[src/rtl/sram_pkg.sv]
// sram_pkg: shared defaults and FSM state type for the SRAM BIST sequencer.
// Holds the default address/data widths and the sequencer state encoding.
package sram_pkg;

    localparam int AW_DEF = 10;
    localparam int DW_DEF = 12;

    typedef enum logic [2:0] {
        IDLE,
        WR,
        RD,
        CMP,
        DONE
    } state_t;

endpackage

[src/rtl/sram_bist_agen.sv]
// sram_bist_agen: address/pattern accumulators and remaining-entry counter.
// Ports: clk, rst (sync, active-high); load captures base_addr/stride/
// base_data/step/count; adv steps to the next entry; addr/pattern are the
// current entry; last flags that the current entry is the final one.
module sram_bist_agen
    import sram_pkg::*;
#(
    parameter int AW = AW_DEF,
    parameter int DW = DW_DEF
) (
    input  logic          clk,
    input  logic          rst,
    input  logic          load,
    input  logic          adv,
    input  logic [AW-1:0] base_addr,
    input  logic [AW-1:0] stride,
    input  logic [DW-1:0] base_data,
    input  logic [DW-1:0] step,
    input  logic [AW:0]   count,
    output logic [AW-1:0] addr,
    output logic [DW-1:0] pattern,
    output logic          last
);

    logic [AW-1:0] stride_q;
    logic [DW-1:0] step_q;
    logic [AW:0]   rem;

    always_ff @(posedge clk) begin
        if (rst) begin
            addr     <= '0;
            pattern  <= '0;
            stride_q <= '0;
            step_q   <= '0;
            rem      <= '0;
        end else if (load) begin
            addr     <= base_addr;
            pattern  <= base_data;
            stride_q <= stride;
            step_q   <= step;
            rem      <= count;
        end else if (adv) begin
            addr     <= addr + stride_q;
            pattern  <= pattern + step_q;
            rem      <= rem - (AW+1)'(1);
        end
    end

    assign last = rem == (AW+1)'(1);

endmodule

[src/rtl/sram_bist_seq.sv]
// sram_bist_seq: write/read/compare BIST sequencer for a single-port SRAM.
// Ports: clk, rst (sync, active-high), start pulse with run parameters
// base_addr/stride/base_data/step/count; SRAM side address/we/re/wr_data/
// rd_data (rd_data valid the cycle after re); status busy/done/pass.
// Optional macro SRAM_BIST_ERRLOG_EN adds err_count and first_fail_addr.
module sram_bist_seq
    import sram_pkg::*;
#(
    parameter int AW = AW_DEF,
    parameter int DW = DW_DEF
) (
    input  logic          clk,
    input  logic          rst,
    input  logic          start,
    input  logic [AW-1:0] base_addr,
    input  logic [AW-1:0] stride,
    input  logic [DW-1:0] base_data,
    input  logic [DW-1:0] step,
    input  logic [AW:0]   count,
    output logic [AW-1:0] address,
    output logic          we,
    output logic          re,
    output logic [DW-1:0] wr_data,
    input  logic [DW-1:0] rd_data,
    output logic          busy,
    output logic          done,
    output logic          pass
`ifdef SRAM_BIST_ERRLOG_EN
    ,
    output logic [AW:0]   err_count,
    output logic [AW-1:0] first_fail_addr
`endif
);

    state_t state, state_nx;
    logic   load, adv, last, mismatch;

    sram_bist_agen #(.AW(AW), .DW(DW)) u_agen (
        .clk       (clk),
        .rst       (rst),
        .load      (load),
        .adv       (adv),
        .base_addr (base_addr),
        .stride    (stride),
        .base_data (base_data),
        .step      (step),
        .count     (count),
        .addr      (address),
        .pattern   (wr_data),
        .last      (last)
    );

    always_ff @(posedge clk) begin
        state <= rst ? IDLE : state_nx;
    end

    always_comb begin
        state_nx = state;
        load     = 1'b0;
        adv      = 1'b0;
        we       = 1'b0;
        re       = 1'b0;
        busy     = 1'b1;
        done     = 1'b0;
        case (state)
            IDLE: begin
                busy = 1'b0;
                if (start) begin
                    load     = 1'b1;
                    state_nx = (count == '0) ? DONE : WR;
                end
            end
            WR: begin
                we       = 1'b1;
                state_nx = RD;
            end
            RD: begin
                re       = 1'b1;
                state_nx = CMP;
            end
            CMP: begin
                adv      = 1'b1;
                state_nx = last ? DONE : WR;
            end
            DONE: begin
                done     = 1'b1;
                state_nx = IDLE;
            end
            default: state_nx = IDLE;
        endcase
    end

    // wr_data still holds the current entry's pattern during CMP
    assign mismatch = (state == CMP) && (rd_data != wr_data);

    always_ff @(posedge clk) begin
        if (rst)
            pass <= 1'b0;
        else if (load)
            pass <= 1'b1;
        else if (mismatch)
            pass <= 1'b0;
    end

`ifdef SRAM_BIST_ERRLOG_EN
    always_ff @(posedge clk) begin
        if (rst || load) begin
            err_count       <= '0;
            first_fail_addr <= '0;
        end else if (mismatch) begin
            if (err_count == '0)
                first_fail_addr <= address;
            if (err_count != '1)
                err_count <= err_count + (AW+1)'(1);
        end
    end
`endif

endmodule

[config.mk]
export PLATFORM = sky130hd
export DESIGN_NAME = sram_bist_seq
export DESIGN_NICKNAME = d
export VERILOG_FILES = /design/src/rtl/sram_pkg.sv /design/src/rtl/sram_bist_agen.sv /design/src/rtl/sram_bist_seq.sv
export SDC_FILE = /design/constraint.sdc
export NUM_CORES = 1
export LEC_CHECK = 0
export ABC_AREA = 0
export BUFFER_PORTS_ARGS = -buffer_cell sky130_fd_sc_hd__clkbuf_2
export CAP_MARGIN = 0
export CORE_ASPECT_RATIO = 0.6
export CORE_MARGIN = 1
export CORE_UTILIZATION = 26
export CTS_CLUSTER_DIAMETER = 100
export DETAILED_ROUTE_END_ITERATION = 16
export GPL_ROUTABILITY_DRIVEN = 0
export GPL_TIMING_DRIVEN = 0
export SYNTH_ARGS = -nofsm -noshare
export SYNTH_HDL_FRONTEND = slang
export SYNTH_SLANG_ARGS = --single-unit
[constraint.sdc]
create_clock -name clk -period 4.6 [get_ports clk]
set_input_delay 0.46 -clock clk [delete_from_list [all_inputs] [get_ports clk]]
set_output_delay 0.46 -clock clk [all_outputs]
set_load 0.03 [all_outputs]
# Word-level counts from Yosys, hierarchy flattened
# Cells that the tools add are included.
# word_totals
register_bits	59
out_inout_bits	27
word_cells	41
# classes
add_sub_neg	3
eq_ne	7
muxes	19
n_reduce_logical	5
# op_table
cell	n
$mux W12	2
$mux W11	2
$mux W10	2
$add A12 B12 Y12	1
$ne A12 B12 Y1	1
$pmux W3 S4	1
$eq A11 B1 Y1 const B	1
$logic_not A11 Y1	1
$sub A11 B1 Y11 const B	1
$add A10 B10 Y10	1
$mux W1	9
$mux W3	3
$eq A3 B2 Y1 const B	2
$reduce_bool A2 Y1	2
$eq A3 B1 Y1 const B	1
$eq A3 B3 Y1 const B	1
$logic_not A3 Y1	1
$ne A2 B2 Y1 const B	1
$logic_and A1 B1 Y1	1

# Longest topological paths before layout
# Gate-level depths: netlist of run 1.
# logic_depth
ltp_word	4
mapped_depth	8

# Modules after synthesis
# From an unflattened synthesis of run 1, not the netlist that was laid out.
# hier_totals
hier_cells	448
hier_area_um2	3717.3
# by_module_without_submodules
module	instances	cells_each	area_per_inst_um2	seq_area_each_um2
sram_bist_agen	1	404	3338.2	1101.1
sram_bist_seq	1	44	379.1	80.1

# Worst setup path after synthesis of run 1
# Ideal clock, no wire load.
# synth_timing
path_type	reg-to-reg
from	reg u_agen.pattern[0]
to	reg u_agen.pattern[8]
setup_time_ns	0.127
arrival_ns	2.164
t_required_ns	4.473
slack_ns	2.309
path_stages_with_launch	9
path_buffers	0
path_cell_list	dfxtp_1 > ha_1 > inv_1 > fa_1 > nand2b_1 > a21o_1 > a21oi_1 > a31oi_1 > or3b_1
# synth_via
elab_chain_cells	3
# synth_rtl
element	line	text
from (decl)	sram_bist_agen.sv:21	output logic [DW-1:0] pattern,
from (signal assigned)	sram_bist_agen.sv:38	pattern <= base_data;
from (signal assigned)	sram_bist_agen.sv:44	pattern <= pattern + step_q;
$add A12 B12 Y12	sram_bist_agen.sv:44	
$mux W12	sram_bist_agen.sv:42	end else if (adv) begin
$mux W12	sram_bist_agen.sv:36	end else if (load) begin
# Every way passes these cells. The select of a mux whose other input is x is not followed.
# A chain may end at the register's enable or synchronous reset.

# Worst setup path after layout of run 1
# layout_timing
from	reg u_agen.addr[0]
to	reg u_agen.addr[6]
# layout_via
elab_chain_cells	3
# layout_rtl
element	line	text
from (decl)	sram_bist_agen.sv:20	output logic [AW-1:0] addr,
from (signal assigned)	sram_bist_agen.sv:37	addr <= base_addr;
from (signal assigned)	sram_bist_agen.sv:43	addr <= addr + stride_q;
$add A10 B10 Y10	sram_bist_agen.sv:43	
$mux W10	sram_bist_agen.sv:42	
$mux W10	sram_bist_agen.sv:36	
# Every way passes these cells. The select of a mux whose other input is x is not followed.

==> results of run 1 <==
==> stage by stage <==
stage	hold slack, ps	utilization	power, uW	instance area, sq um
floorplan	440	-	980	3600
global placement	449	0.325	1140	4280
detailed placement	454	0.325	1150	4280
CTS	336	0.348	1840	4590
global route	346	0.348	1930	4590
finish	341	0.348	1840	4590
==> final cells by class <==
type                    count  area share
flip-flops and latches     59       0.257
inverters                   9     0.00736
clock buffers              10      0.0521
well taps                 170      0.0464
plain buffers              26      0.0308
clock inverters             6      0.0142
repair buffers             95       0.104
multi-input cells         347       0.488
==> registers in the layout, summed over array words and instances (netlist names) <==
| name | count |
|---|---|
| pass | 1 |
| state | 3 |
| u_agen.addr | 10 |
| u_agen.pattern | 12 |
| u_agen.rem | 11 |
| u_agen.step_q | 12 |
| u_agen.stride_q | 10 |
==> power breakdown <==
group          total (uW)  switching, uW  internal [uW]  leakage, uW
registers             623           55.7            568     0.000484
clock network         690            257            432     0.000137
logic                 526            333            193      0.00133
total                1840            646           1190      0.00195
==> worst paths after layout <==
| check | startpoint | endpoint | slack (ps) | depth (start not counted) |
|---|---|---|---|---|
| min | step[9] | u_agen.step_q[9]$_SDFFE_PP0P_ | 340 | 3 |
| max reg2reg | u_agen.addr[0]$_SDFFE_PP0P_ | u_agen.addr[6]$_SDFFE_PP0P_ | 2230 | 7 |
| max | u_agen.addr[0]$_SDFFE_PP0P_ | u_agen.addr[6]$_SDFFE_PP0P_ | 2230 | 7 |
| min reg2reg | u_agen.step_q[6]$_SDFFE_PP0P_ | u_agen.step_q[6]$_SDFFE_PP0P_ | 460 | 2 |
==> placed cells by master, fill, tap and decap left out, drive strengths merged, types with 3 or more instances in the layout <==
cell      count
a211oi        6
a21o          3
a21oi        55
a221oi        6
a22oi        19
a31oi         3
buf          13
clkbuf      118
clkinvlp      4
dfxtp        59
ha           22
inv           9
mux2i         4
nand2        65
nand2b        5
nand3        10
nand4         4
nor2         32
nor3         13
nor3b         6
nor4          9
o211ai       10
o21ai        18
o22ai         4
or3           3
or4           3
xnor2         7
xor2         15
==> worst register-to-register path, delay by kind of cell, from the launching register on <==
kind | cells | cell delay (ps)
AO/OA/AOI/OAI | 4 | 1050
flip-flops | 1 | 320
adder cells (fa/ha/maj) | 2 | 720
multiplexers | 1 | 140
==> layer usage <==
metal  up-vias  share of wire  track usage
met2       161           0.38        0.230
met5         -              0            0
met3         9          0.086       0.0533
met1      1770           0.53        0.270
li1       1832              -            -
met4         0         0.0075       0.0442
==> cells by family (layout without fill, tap and decap cells) <==
logic type               count (synthesis)  count (layout)
AND/OR/NAND/NOR                        161             161
XOR/XNOR                                22              22
flip-flops                              59              59
buffers and inverters                   35             146
AO/OA/AOI/OAI                          135             135
adder cells (fa/ha/maj)                 24              24
multiplexers                             5               5
==> impl_metrics.yaml, run 1 <==
status:
  status: "finished, final reports clean"
worst_setup_path:
  critPathSlowestCell: "a211oi_1"
  path_class: "reg2reg"
  slowest_delay_ps: 520
  crit_family: "compound AO/OA/AOI/OAI gates"
  critPathCaptureType: "register"
  critPathRequiredTime_ps: 4790
  worstPathArrival_ps: 2560
  setup.worst_path.start_class: "register"
  path_cells: "ha_1, fa_1, a211oi_1, o21bai_1, mux2i_1, o21ai_0, a21oi_1"
  path_buf_inv: 0
  cp_max_fo: 3
routing:
  drtPass1Iterations: 4
  drc: 0
  drt_iter0_drc: 334
  wl_per_cell_um: 16.9
  viasPerCell: 5.22
  ant_nets: 0
  num_vias: 3772
  drt_wl_total_um: 12200
pwr:
  p_leak_uw: 0.00195
  powerDensity_nw_per_um2: 401
  ir_drop_uv: 220
clocking:
  cts_buffers: 9
  cts.sinks: 59
  cts_resized: 0
  clockBufferDepth: 2
  clk_latency_ps: 340
  cts_tree: "yes"
  cts_hold_buf: 0
  cts_max_level: 3
  clk_pin_slew_worst_paths_ps: 60
  post_cts_buffers: 0
  cts_root_buffer: "clkbuf_16"
global_routing:
  grt_max_degree: 12
  antenna_found_initial: 0
  grt_pass1_vias: 3481
  overflow: 0
  track_usage: 0.176
  grt_pass1_wl_um: 18900
finish:
  drive_gt1_frac: 0.239
  fill_cells: 1397
  layout.nets: 641
  syn_to_final_growth_pct: 27.6
  multi_input_area_sq_um: 2240
  n_antenna_cell: 0
  final_cells: 722
  seqCellArea_sq_um: 1180
synth:
  ys_warn_count: 0
  synth_cell_type_count: 54
  synth-edff-count: 0
  avgSynthCellArea_sq_um: 8.15
  yosys-mux-area-fraction: 0.0143
  synth_top_area_cell: "dfxtp_1"
  synthArstFlopShare: 0
  synth_xor_xnor_area_share: 0.0536
  syn_inst: 441
  synth-adder-area-share: 0.0877
  synthTopCellsByCount: "nand2_1, dfxtp_1, a21oi_1, nor2_1, ha_1"
  ys_top_cells_by_area: "dfxtp_1, a21oi_1, ha_1, nand2_1, a22oi_1"
  synth-main-ff-cell: "dfxtp_1"
  synth_compound_gate_area_share: 0.236
  synth_top_family_by_area: "compound AO/OA/AOI/OAI gates"
  synthSimpleGateAreaFrac: 0.231
  synth.most_common_cell: "nand2_1"
  seq_area_frac_synth: 0.328
  synthesis.area_sq_um: 3600
  netlist.area_leader.share: 0.328
  synth-seq-cells: 59
  synth_nets: 535
die:
  die_w_um: 154
  std_cell_rows: 32
  core_sq_um: 13200
  die_h_um: 93.1
  pin_count: 97
  die_area_sq_um: 14300
  start_util: 0.273
sta:
  drv_slew: 0
  finClkSkew_ps: 6.43
  setup_violations: 0
  rsz0062_at_grt: "false"
  setup_ws_ps: 2230
  period_minus_slack_ps: 2370
  relSlewSlack: 0.492
  worst_pin_slew_ps: 762
  tns_ps: 0
  period_share: 0.515
  finalHoldViolations: 0
  fmax_mhz: 422
hold_path:
  hold_class: "in2reg"
run:
  cap_violations: 0
place:
  placedCellCount: 706
  io_buffers: 95
  dp_hpwl_um: 9650
  pre_cts_ws_ps: 2300
Power figures use the tool's default switching activity.
==> run 2: changes to the inputs <==
==> constraint.sdc (replaced) <==
create_clock -name clk -period 2.2 [get_ports clk]
set_input_delay 0.22 -clock clk [delete_from_list [all_inputs] [get_ports clk]]
set_output_delay 0.22 -clock clk [all_outputs]
set_load 0.03 [all_outputs]
==> run 2 against run 1 <==
  * Sequential cell count did not move
  * Hold slack worse by 240 ps
  * Wire length increased by 0.37%
  * Clock skew shrank 0.73 ps
  * Fmax rose by 11%
  * Clock power rose by 86%
  * Global-route usage down 0.064 points
  * Total power increased by 100%
  * Highest routed layer unchanged
==> impl_metrics.yaml, run 2 (same netlist as run 1, synthesis figures left out) <==
place:
  io_buffers: 95
  dp_hpwl_um: 9580
die:
  std_cell_rows: 32
  core_sq_um: 13200
  die_w_um: 154
  die_area_sq_um: 14300
  pin_count: 97
  start_util: 0.273
  die_h_um: 93.1
clocking:
  cts_buffers: 9
  cts_root_buffer: "clkbuf_16"
  clockBufferDepth: 2
  cts_tree: "yes"
  cts_max_level: 3
  clk_latency_ps: 340
  cts.sinks: 59
  cts_hold_buf: 0
  clk_pin_slew_worst_paths_ps: 50
worst_setup_path:
  cp_max_fo: 4
  critPathRequiredTime_ps: 2420
  worst-r2r-setup-slack_ps: 60
  critPathCaptureType: "register"
  setup.worst_path.start_class: "register"
  path_class: "reg2reg"
  worstPathArrival_ps: 2350
hold_path:
  hold_class: "in2reg"
status:
  status: "finished, final reports clean"
pwr:
  ir_drop_uv: 341
  p_leak_uw: 0.00196
  powerDensity_nw_per_um2: 804
  power.total_uw: 3690
sta:
  finalHoldViolations: 0
  period_minus_slack_ps: 2140
  worst_pin_slew_ps: 756
  fmax_mhz: 468
  period_share: 0.971
  relSlewSlack: 0.496
  drv_slew: 0
  setup_violations: 0
  timing.hold.ws_ps: 101
  finClkSkew_ps: 5.71
routing:
  wl_per_cell_um: 17.0
  drc: 0
  drt_iter0_drc: 249
  num_vias: 3742
  drtPass1Iterations: 5
  drt_wl_total_um: 12300
  viasPerCell: 5.18
  ant_nets: 0
finish:
  layout.nets: 642
  syn_to_final_growth_pct: 27.7
  mostFrequentLayoutCell: "clkbuf_2"
  n_antenna_cell: 0
  drive_gt1_frac: 0.250
  layout_common_cells: "clkbuf_2, nand2_1, dfxtp_1"
  reg_top3: "u_agen.pattern (12), u_agen.step_q (12), u_agen.rem (11)"
global_routing:
  grt_max_degree: 11
  antenna_found_initial: 0
  grt_pass1_vias: 3416
  track_usage: 0.176
  overflow: 0
  grt_pass1_wl_um: 18800
run:
  cap_violations: 0
[run 2: what timing repair did]
item,4_1_cts,5_1_grt
buffers inserted,0,1
setup endpoints to repair,3,4
pin swaps,0,1
gates resized for setup,2,8
[run 2: routing by layer]
| layer | vias to the layer above | wire, um | track usage |
|---|---|---|---|
| li1 | 1829 | - | - |
| met4 | 0 | 171 | 0.0600 |
| met3 | 16 | 802 | 0.0440 |
| met1 | 1744 | 6650 | 0.271 |
| met2 | 153 | 4660 | 0.227 |
| met5 | - | 0 | 0 |
[run 2: area by class of cell]
cell class | instances | area [sq um]
Buffer | 26 | 141
Clock buffer | 12 | 246
Clock inverter | 3 | 15.0
Fill cell | 1415 | 8580
Inverter | 9 | 33.8
Multi-Input combinational cell | 347 | 2270
Sequential cell | 59 | 1190
Tap cell | 170 | 213
Timing Repair Buffer | 96 | 483
[run 2: report_power, final]
| part | switching [uW] | internal [uW] | leakage, uW |
|---|---|---|---|
| clock network | 496 | 779 | 0.000132 |
| logic | 705 | 407 | 0.00135 |
| registers | 115 | 1190 | 0.000485 |
| total | 1320 | 2370 | 0.00196 |
[run 2: final timing paths]
kind / startpoint / endpoint / cells past startpoint
worst max-delay path: u_agen.pattern[0]$_SDFFE_PP0P_ / u_agen.pattern[8]$_SDFFE_PP0P_ / 8
worst min-delay path: step[3] / u_agen.step_q[3]$_SDFFE_PP0P_ / 3
worst max register to register: u_agen.pattern[0]$_SDFFE_PP0P_ / u_agen.pattern[8]$_SDFFE_PP0P_ / 8
worst min register to register: u_agen.stride_q[6]$_SDFFE_PP0P_ / u_agen.stride_q[6]$_SDFFE_PP0P_ / 2
[run 2: worst max-delay path: stages (launching register included)]
cell and delay [ps]:
dfxtp_4 360, ha_2 190, inv_1 50, fa_1 390, nand2b_4 160, a21o_1 170
a21oi_2 200, a31oi_1 100, or3b_1 370
[run 2: metrics by stage]
stage                     cells  worst slack, ps  setup TNS (ps)  utilization  cell area (sq um)
after floorplan             441             45.9               0            -               3600
after global placement      706            -69.3            -101        0.325               4290
after detailed placement    706            -85.8            -171        0.325               4290
after CTS                   721             22.6               0        0.346               4560
after global routing        722            -9.80           -9.80        0.349               4590
final                       722             63.7               0        0.349               4590
==> run 3: changes to the inputs <==
--- a/config.mk
+++ b/config.mk
@@ -17,4 +17,5 @@
 export GPL_TIMING_DRIVEN = 0
 export SYNTH_ARGS = -nofsm -noshare
 export SYNTH_HDL_FRONTEND = slang
+export SYNTH_HIERARCHICAL = 1
 export SYNTH_SLANG_ARGS = --single-unit
==> run 3 against run 2 <==
  * Clock-buffer cell count stayed put
  * Worst setup slack worse by 10 ps
  * Synthesized cell count grew 1.6%
  * Wire length increased by 1.9%
  * Critical endpoint is now u_agen/pattern[7]$_SDFFE_PP0P_
  * Cell count up 4.2%
  * Die area is 3.3% higher
  * Hold slack better by 19 ps
  * Register-to-register slack about the same
==> impl_metrics.yaml, run 3 <==
synth:
  synth_nets: 542
  synth-main-ff-cell: "dfxtp_1"
  synthesis.area_sq_um: 3720
  avgSynthCellArea_sq_um: 8.30
  synth.most_common_cell: "nor2_1"
  seq_area_frac_synth: 0.318
  ys_top_cells_by_area: "dfxtp_1, mux2i_1, ha_1, nor2_1, a21oi_1"
  synth-seq-cells: 59
  syn_inst: 448
  ys_warn_count: 6
  synthTopCellsByCount: "nor2_1, dfxtp_1, a21oi_1, mux2i_1"
  netlist.area_leader.share: 0.318
  synth_top_area_cell: "dfxtp_1"
  synth-edff-count: 0
  synth_cell_type_count: 64
  synthArstFlopShare: 0
routing:
  wl_per_cell_um: 16.6
  drt_iter0_drc: 342
  viasPerCell: 4.94
  ant_nets: 0
  num_vias: 3718
  drt_wl_total_um: 12500
  drtPass1Iterations: 5
  drc: 0
finish:
  drive_gt1_frac: 0.261
  syn_to_final_growth_pct: 29.2
  n_antenna_cell: 0
  mostFrequentLayoutCell: "clkbuf_2"
  finish.instance_area_sq_um: 4800
  reg_top3: "u_agen/pattern (12), u_agen/step_q (12), u_agen/rem (11)"
  layout.nets: 649
  layout_common_cells: "clkbuf_2, nor2_1, dfxtp_1"
worst_setup_path:
  worst-r2r-setup-slack_ps: 50
  critPathRequiredTime_ps: 2400
  worstPathArrival_ps: 2340
  r2r-start: "u_agen/pattern[1]$_SDFFE_PP0P_"
  path_cells: "ha_1, a211oi_1, o21ai_1, o31ai_1, xor2_1, o221ai_1"
  reg2regPathDepth: 6
  r2r_end: "u_agen/pattern[7]$_SDFFE_PP0P_"
  cp_max_fo: 5
  critPathCaptureType: "register"
  slowest_delay_ps: 440
  crit_family: "compound AO/OA/AOI/OAI gates"
  path_buf_inv: 0
  critPathSlowestCell: "dfxtp_1"
  setup.worst_path.start_class: "register"
  path_class: "reg2reg"
clocking:
  cts_buffers: 9
  clk_pin_slew_worst_paths_ps: 60
  cts.sinks: 59
  cts_root_buffer: "clkbuf_16"
  cts_max_level: 3
  cts_tree: "yes"
  clk_latency_ps: 340
  cts_hold_buf: 0
  clockBufferDepth: 2
pwr:
  powerDensity_nw_per_um2: 822
  power.total_uw: 3950
  ir_drop_uv: 363
  p_leak_uw: 0.00215
sta:
  setup_violations: 0
  period_share: 0.976
  worst_pin_slew_ps: 660
  setup_ws_ps: 53.3
  relSlewSlack: 0.556
  finClkSkew_ps: 7.16
  drv_slew: 0
  finalHoldViolations: 0
  fmax_mhz: 466
  period_minus_slack_ps: 2150
place:
  io_buffers: 96
  postPlaceCellArea_sq_um: 4440
  dp_hpwl_um: 9680
  pre_cts_ws_ps: -187
hold_path:
  hold_class: "in2reg"
  hold_start: "stride[4]"
  hold_depth: 3
  holdPathEnd: "u_agen/stride_q[4]$_SDFFE_PP0P_"
global_routing:
  grt_max_degree: 11
  antenna_found_initial: 0
  track_usage: 0.175
  grt_pass1_vias: 3565
  grt_pass1_wl_um: 19300
  overflow: 0
run:
  cap_violations: 0
die:
  pin_count: 97
  die_area_sq_um: 14800
  start_util: 0.270
  die_h_um: 94.6
  std_cell_rows: 33
  die_w_um: 156
  core_sq_um: 13800
status:
  status: "finished, final reports clean"
[run 3: cell count changes in the layout (fill, tap and decap cells not counted), moves of 7 or more]
cell / before / now
and3_1: 0 / 9
inv_1: 9 / 21
a22oi_1: 18 / 1
nor2_1: 31 / 71
nand2_1: 65 / 22
a21oi_1: 54 / 35
mux2i_1: 4 / 32
o211ai_1: 10 / 2
a211oi_1: 4 / 11
[run 3: routing by layer]
layer | vias to the layer above | global-route usage | routed length (um)
li1 | 1820 | - | -
met1 | 1753 | 0.241 | 6070
met2 | 131 | 0.260 | 5390
met3 | 14 | 0.0606 | 923
met4 | 0 | 0.0400 | 131
met5 | - | 0 | 0
[run 3: cell type report]
class | count | area (sq um)
well taps | 192 | 240
clock inverters | 4 | 50.0
inverters | 21 | 78.8
plain buffers | 23 | 120
multi-input cells | 344 | 2400
clock buffers | 12 | 246
flip-flops and latches | 59 | 1180
repair buffers | 97 | 488
fillers | 1456 | 8990
[run 3: cell families after synthesis]
logic type	synth area share
adders and majority gates	0.0848
muxes	0.0862
buffers and inverters	0.0485
and+or+nand+nor	0.208
DFF	0.318
AOI/OAI and AO/OA	0.179
xor gates and xnor gates	0.0754
[run 3: report_power, final]
part           total, uW  internal (uW)  switching, uW
registers           1330           1200            135
clock network       1410            905            508
logic               1200            468            734
total               3950           2570           1380
[run 3: what timing repair did]
action | in CTS | in global routing
setup buffers | 0 | 1
setup endpoints to repair | 38 | 48
endpoints found under the hold margin | 0 | 0
pin swaps | 0 | 3
gates resized for setup | 8 | 22
[run 3: tightest hold or removal path, stage by stage]
cell and delay, ps:
clkbuf_2 70, mux2i_1 50, nor2_1 70
[run 3: per-stage QoR]
stage	util	setup TNS (ps)	cells	hold slack [ps]
detailed placement	0.322	-2810	736	464
floorplan	-	0	448	297
CTS	0.345	0	752	114
finish	0.348	0	752	120
global placement	0.322	-1500	736	457
global route	0.348	-6.80	752	121
[run 3: worst max path at each step]
stage / start / endpoint / slack [ps] / cells past startpoint
3_3_place_gp: state[0]$_SDFFE_PP0P_ / u_agen/stride_q[8]$_SDFFE_PP0P_ / -140 / 7
2_1_floorplan: u_agen/pattern[0]$_SDFFE_PP0P_ / u_agen/pattern[10]$_SDFFE_PP0P_ / 60 / 8
5_1_grt: state[0]$_SDFFE_PP0P_ / u_agen/rem[7]$_SDFFE_PP0P_ / -6 / 8
3_5_place_dp: state[0]$_SDFFE_PP0P_ / u_agen/stride_q[8]$_SDFFE_PP0P_ / -190 / 7
4_1_cts: state[0]$_SDFFE_PP0P_ / u_agen/rem[9]$_SDFFE_PP0P_ / 0.07 / 8
6_report: u_agen/pattern[1]$_SDFFE_PP0P_ / u_agen/pattern[7]$_SDFFE_PP0P_ / 50 / 6
